## src/rtl/mem_arbiter.sv

```systemverilog
// rtl/mem_arbiter.sv - round-robin arbiter sharing one fixed-latency memory port between fetch and data
//
// Ports:
//   clk, reset            clock, asynchronous active-high reset
//   i_req/i_addr          fetch read request (held until i_gnt)
//   i_gnt                 fetch request issued this cycle (combinational)
//   i_rvalid/i_rdata      fetch response
//   d_req/d_we/d_addr/d_wdata  data-stage request (held until d_gnt)
//   d_gnt                 data request issued this cycle (combinational)
//   d_rvalid/d_rdata      data response / write completion
//   mem_en/mem_we/mem_addr/mem_wdata  memory command, one mem_en pulse per transaction
//   mem_rdata             memory read data, valid MEM_LATENCY cycles after mem_en
//   busy                  a transaction is outstanding
module mem_arbiter #(
    parameter int XLEN        = 32,
    parameter int MEM_LATENCY = 2
) (
    input  logic            clk,
    input  logic            reset,
    input  logic            i_req,
    input  logic [XLEN-1:0] i_addr,
    output logic            i_gnt,
    output logic            i_rvalid,
    output logic [XLEN-1:0] i_rdata,
    input  logic            d_req,
    input  logic            d_we,
    input  logic [XLEN-1:0] d_addr,
    input  logic [XLEN-1:0] d_wdata,
    output logic            d_gnt,
    output logic            d_rvalid,
    output logic [XLEN-1:0] d_rdata,
    output logic            mem_en,
    output logic            mem_we,
    output logic [XLEN-1:0] mem_addr,
    output logic [XLEN-1:0] mem_wdata,
    input  logic [XLEN-1:0] mem_rdata,
    output logic            busy
);

    localparam int CW = $clog2(MEM_LATENCY + 1);

    typedef enum logic {S_IDLE, S_WAIT} state_t;
    typedef enum logic {SRC_FETCH, SRC_DATA} src_t;

    state_t          state_q;
    logic [CW-1:0]   cnt_q;
    src_t            owner_q;
    src_t            last_q;
    logic [XLEN-1:0] addr_q;
    logic [XLEN-1:0] wdata_q;

    logic resp_cycle;
    logic can_issue;
    logic gnt_i;
    logic gnt_d;

    // The response cycle doubles as an issue slot so sustained traffic
    // runs back-to-back with no idle bubble.
    assign resp_cycle = (state_q == S_WAIT) && (cnt_q == CW'(1));
    assign can_issue  = (state_q == S_IDLE) || resp_cycle;

    always_comb begin
        gnt_i = 1'b0;
        gnt_d = 1'b0;
        if (can_issue) begin
            if (i_req && d_req) begin
                // Tie: favour whichever side did not win last.
                if (last_q == SRC_FETCH) gnt_d = 1'b1;
                else                     gnt_i = 1'b1;
            end else if (d_req) begin
                gnt_d = 1'b1;
            end else if (i_req) begin
                gnt_i = 1'b1;
            end
        end
    end

    assign i_gnt     = gnt_i;
    assign d_gnt     = gnt_d;
    assign mem_en    = gnt_i | gnt_d;
    assign mem_we    = gnt_d & d_we;
    // Address/wdata hold their last driven value between transactions.
    assign mem_addr  = gnt_d ? d_addr : (gnt_i ? i_addr : addr_q);
    assign mem_wdata = mem_en ? d_wdata : wdata_q;

    // Response steering uses the owner of the transaction now completing;
    // a grant in the same cycle only updates owner at the edge.
    assign i_rvalid = resp_cycle && (owner_q == SRC_FETCH);
    assign d_rvalid = resp_cycle && (owner_q == SRC_DATA);
    assign i_rdata  = i_rvalid ? mem_rdata : '0;
    assign d_rdata  = d_rvalid ? mem_rdata : '0;
    assign busy     = (state_q == S_WAIT);

    always_ff @(posedge clk or posedge reset) begin
        if (reset) begin
            state_q <= S_IDLE;
            cnt_q   <= '0;
            owner_q <= SRC_FETCH;
            last_q  <= SRC_FETCH;
            addr_q  <= '0;
            wdata_q <= '0;
        end else if (gnt_i || gnt_d) begin
            state_q <= S_WAIT;
            cnt_q   <= CW'(MEM_LATENCY);
            owner_q <= gnt_d ? SRC_DATA : SRC_FETCH;
            last_q  <= gnt_d ? SRC_DATA : SRC_FETCH;
            addr_q  <= mem_addr;
            wdata_q <= mem_wdata;
        end else if (state_q == S_WAIT) begin
            cnt_q <= cnt_q - CW'(1);
            if (cnt_q == CW'(1)) state_q <= S_IDLE;
        end
    end

endmodule

```

## config.mk

```make
export PLATFORM = sky130hd
export DESIGN_NAME = mem_arbiter
export DESIGN_NICKNAME = d
export VERILOG_FILES = /design/src/rtl/mem_arbiter.sv
export SDC_FILE = /design/constraint.sdc
export NUM_CORES = 1
export LEC_CHECK = 0
export ABC_AREA = 1
export CAP_MARGIN = 20
export CORE_AREA = 5 5 110 112
export DETAILED_ROUTE_END_ITERATION = 7
export DIE_AREA = 0 0 115 117
export PLACE_DENSITY = 0.8
export SLEW_MARGIN = 10
export SYNTH_ARGS = -nofsm -noshare
export SYNTH_HDL_FRONTEND = slang
export SYNTH_SLANG_ARGS = --single-unit
```

## constraint.sdc

```tcl
create_clock -name clk -period 2.9 [get_ports clk]
set_clock_uncertainty 0.1 [all_clocks]
set_input_delay 0.725 -clock clk [delete_from_list [all_inputs] [get_ports clk]]
set_output_delay 0.725 -clock clk [all_outputs]
set_load 0.02 [all_outputs]
```

## Word level (Yosys, flattened, before mapping)

Index checks and enable logic that the tools add are counted.
W data, S select, Z words.

| cells by class | value |
|---|---|
| multiplexer cells | 20 |
| bitwise logic cells | 4 |
| reduce and logical (&&, ||, !) cells | 7 |
| equal/unequal tests | 1 |
| add/sub/neg operators | 1 |

Operators with widths:

| cell | number |
|---|---|
| $mux W32 | 5 |
| $mux W1 | 13 |
| $logic_and A1 B1 Y1 | 4 |
| $mux W2 | 2 |
| $eq A2 B1 Y1 const B | 1 |
| $logic_or A1 B1 Y1 | 2 |
| $not A1 Y1 | 2 |
| $reduce_bool A2 Y1 | 1 |
| $sub A2 B1 Y2 const B | 1 |
| $and A1 B1 Y1 | 1 |
| $or A1 B1 Y1 | 1 |

| word-level totals | value |
|---|---|
| output and inout port bits | 135 |
| flip-flop bits (word level) | 68 |
| word-level logic and storage cells | 38 |
| input bits | 133 |

## Longest topological paths before layout

| depth | value |
|---|---|
| depth in word-level cells | 6 |
| mapped depth | 9 |

## Least setup slack after synthesis

OpenSTA, ideal clock, no wires.

| path | value |
|---|---|
| path type | input-to-output |
| start | in i_req |
| end | out mem_we |
| arrival time | 1633 ps |
| path slack | 442 ps |
| cell stages on the path | 5 |
| buffers on the path | 2 |
| cell sequence | buf_2 > nand2_1 > buf_2 > nand3_1 > nor2_1 |

| between the ends | value |
|---|---|
| longest elaborated chain between the ends | 4 |

Ends and longest elaborated chain:

| element | RTL line | source |
|---|---|---|
| start: declaration | 20 | `input logic i_req,` |
| $logic_and A1 B1 Y1 | 66 | `if (i_req && d_req) begin` |
| $mux W1 | 66 |  |
| $mux W1 | 65 | `if (can_issue) begin` |
| $and A1 B1 Y1 | 81 | `assign mem_we = gnt_d & d_we;` |
| end: declaration | 33 | `output logic mem_we,` |

No other way between the ends.

## Final worst setup path

| path | value |
|---|---|
| start | reg cnt_q[1] |
| end | out d_rdata[14] |

| between the ends | value |
|---|---|
| longest elaborated chain between the ends | 4 |

Ends and longest elaborated chain:

| element | RTL line | source |
|---|---|---|
| start: declaration | 46 | `logic [CW-1:0] cnt_q;` |
| start signal: assignment | 104 | `cnt_q <= CW'(MEM_LATENCY);` |
| start signal: assignment | 110 | `cnt_q <= cnt_q - CW'(1);` |
| $eq A2 B1 Y1 | 59 | `assign resp_cycle = (state_q == S_WAIT) && (cnt_q == CW'(1));` |
| $logic_and A1 B1 Y1 | 59 |  |
| $logic_and A1 B1 Y1 | 89 | `assign d_rvalid = resp_cycle && (owner_q == SRC_DATA);` |
| $mux W32 | 91 | `assign d_rdata = d_rvalid ? mem_rdata : '0;` |
| end: declaration | 31 | `output logic [XLEN-1:0] d_rdata,` |

No other way between the ends.

==> results.tsv <==
stage	metric	value	unit
power	p_clk_share	14.9	%
setup_path	crit_start	cnt_q[1]	
worst_hold_path	hold_path.class	flip-flop to flip-flop	
clock_tree	cts_tree	built	
setup_path	reg2reg_slack	1.19	ns
grt	overflow	0	
grt	antenna_found_initial	0	
sta	finalCriticalPeriod	2.820	ns
logic_synthesis	synth_area_per_cell	7.198	µm²
sta	finalCritPeriodShare	97.24	%
setup_path	r2r-start	cnt_q[1]	
floorplanning	start_util	33.51	%
placed_design	place_congestion	0.9763	
power	pwr-share-seq	21.6	%
setup_path	crit_arrival	1.99	ns
setup_path	cp_data_required_time	2.08	ns
clock_tree	numCtsBuffers	9	
final_layout	fin_nets	1016	
setup_path	worstSetupPathType	flip-flop to primary output	
logic_synthesis	synth_common_cells	167 x nand2_1, 68 x dfrtp_1, 68 x nand3_1, 65 x nor2_1, 64 x nand4_1	
sta	slew_headroom	67.20	%
power	p_sw_share	45.28	%
floorplanning	die_w	115	µm
power	p_sw	3.268	mW
routing	via_count	4882	
grt	grt_pass1_vias	4869	
power	p_total	7.216	mW
placed_design	dpl.hpwl	12490	µm
status	status	finished clean	
routing	wire_per_inst	14.83	µm
final_layout	antennaDiodeCount	0	
grt	grt_use_total	22.31	%
clock_tree	clk_latency	0.32	ns
sta	hold_violations	0	
sta	max_freq	354.6	MHz
logic_synthesis	ys_seq_area_share	45.64	%
logic_synthesis	yosys.area.top_type_share	45.64	%
logic_synthesis	synthCells	518	
clock_tree	htree_levels	3	
clock_tree	clkTransAtPathRegs	0.06	ns
setup_path	cp-endpoint	d_rdata[14]	
final_layout	final_cells	1030	
power	vdd_drop_max	0.0006642	V
clock_tree	cts_buffer_depth	2	
sta	rsz0062_at_grt	no	
grt	grt_start_max_net_pins	41	
routing	viasPerCell	4.740	
routing	drt_iter0_markers	300	
clock_tree	cts-root-buf	clkbuf_16	
logic_synthesis	synth_area_leaders	dfrtp_1 46%, nand2_1 17%, nand4_1 11%, nand3_1 9.1%, nor2_1 6.5%	
grt	grt_pass1_wl	23960	µm
logic_synthesis	ys_async_sr_fraction	100.0	%
final_layout	post-route-util	66.34	%
logic_synthesis	synth-edff-count	0	
routing	routed_wl	15280	µm
logic_synthesis	yosysWarnings	0	
clock_tree	holdBufCountCts	0	
floorplanning	die_h	117	µm
placed_design	dp.cells	1011	
logic_synthesis	synth_cell_type_count	17	
sta	finalSetupViolCount	0	
logic_synthesis	synth_top_area_cell	dfrtp_1	
power	p_int	3.949	mW
clock_tree	clkSinkCount	68	
routing	detail-route-antenna-nets	0	
sta	fin_setup_tns	0	ns
setup_path	timing.rr.end	addr_q[15]	
floorplanning	die_area	13460	µm²
floorplanning	rows	39	
logic_synthesis	syn-cell-area	3729	µm²
floorplanning	io_pins	268	
final_layout	syn2layout_area_growth	97.95	%
logic_synthesis	synthFlopType	dfrtp_1	
logic_synthesis	ys_ff_latch	68	
power	power.density	977.7	nW/µm²
setup_path	r2r_cells	10	
floorplanning	core_area	11130	µm²
placed_design	portBuffers	267	
setup_path	critPathMaxFanout	33	
job	cap_violations	0	
setup_path	crit_path_start_kind	flip-flop	
final_layout	drive_gt1_share	23.90	%
power	p_leak	4.249	nW
routing	drc_errors	0	
routing	dr.pass1.iters	6	
power	p_comb_share	63.6	%
sta	tightest_slew	0.4913	ns
sta	finalMaxSlewViolations	0	
logic_synthesis	synth.most_common_cell	nand2_1	
logic_synthesis	syn-num-nets	652	
setup_path	end_kind	primary output	
## power groups by stage
stage	clock [mW]	combinational, mW	sequential, mW
6_report	1.07	4.59	1.56
5_1_grt	1.14	5.01	1.60
4_1_cts	1.10	4.75	1.56
3_5_place_dp	0	5.14	1.57
3_3_place_gp	0	5.01	1.55
2_1_floorplan	0	2.54	1.53
## flip-flops by register name (all words and copies together), names as in the netlist
name     flops
cnt_q        2
busy         1
addr_q      32
last_q       1
wdata_q     32
## through the flow
| stage | hold slack [ns] | worst slack (ns) | instance area [µm²] |
|---|---|---|---|
| final | 0.3739 | 0.08009 | 7381 |
| after global routing | 0.3995 | 0.006721 | 7381 |
| after global placement | 0.3588 | -0.5910 | 7358 |
| after detailed placement | 0.3632 | -0.6686 | 7358 |
| after CTS | 0.3754 | 0.0002232 | 7543 |
| after floorplan | 0.3436 | 0.3635 | 3729 |
## cell families (layout without fill, tap and decap cells)
kind of cell               after synthesis  in the layout  synth area share, %
and+or+nand+nor                        365            365                43.39
buffers and inverters                   81            450                9.698
AOI/OAI and AO/OA                        1              1               0.4364
adders and majority gates                1              1               0.3355
muxes                                    1              1               0.2685
DFF                                     68             68                45.64
xor gates and xnor gates                 1              1               0.2349
## cell usage in the layout, fill, tap and decap left out, types with 3 or more instances in the layout
master / instances
nand3_1: 68
dlygate4sd2_1: 65
nor2_1: 65
nand2_1: 166
clkdlybuf4s15_2: 7
buf_12: 7
clkbuf_2: 40
inv_1: 41
dfrtp_1: 68
clkinv_4: 3
nand4_1: 64
buf_4: 116
clkbuf_16: 9
buf_2: 17
clkdlybuf4s50_1: 131
## worst min-delay path by stage
stage / depth (start not counted) / start / endpoint
floorplan: 2 / wdata_q[0] / wdata_q[0]
global placement: 2 / wdata_q[16] / wdata_q[16]
detailed placement: 2 / wdata_q[28] / wdata_q[28]
CTS: 2 / wdata_q[28] / wdata_q[28]
global route: 2 / wdata_q[7] / wdata_q[7]
finish: 2 / wdata_q[17] / wdata_q[17]
## layout make-up
cell class | count | area, µm²
sequential | 68 | 1702
clock buffer | 9 | 225.2
timing repair buffer | 391 | 3353
multi-input combinational | 369 | 1673
tap | 143 | 178.9
fill | 941 | 3745
clock inverter | 7 | 75.07
inverter | 43 | 173.9
## critical path, stage by stage (launching register included)
cell	delay [ns]
dfrtp_1	0.38
inv_1	0.07
ha_1	0.19
buf_4	0.12
nand3_1	0.11
buf_12	0.19
nor2_1	0.22
dlygate4sd2_1	0.38
## metal layers
layer,track usage [%],vias to the layer above,part of all wire (%)
met5,0,-,0
li1,-,2420,-
met2,38.97,198,51
met3,3.907,17,8.0
met4,4.773,0,1.4
met1,29.12,2247,40
## timing repair
item	CTS	global route
pin swaps	1	0
setup endpoints to repair	131	66
gates resized for setup	220	77
setup buffers	4	0
Power figures use the tool's default switching activity.
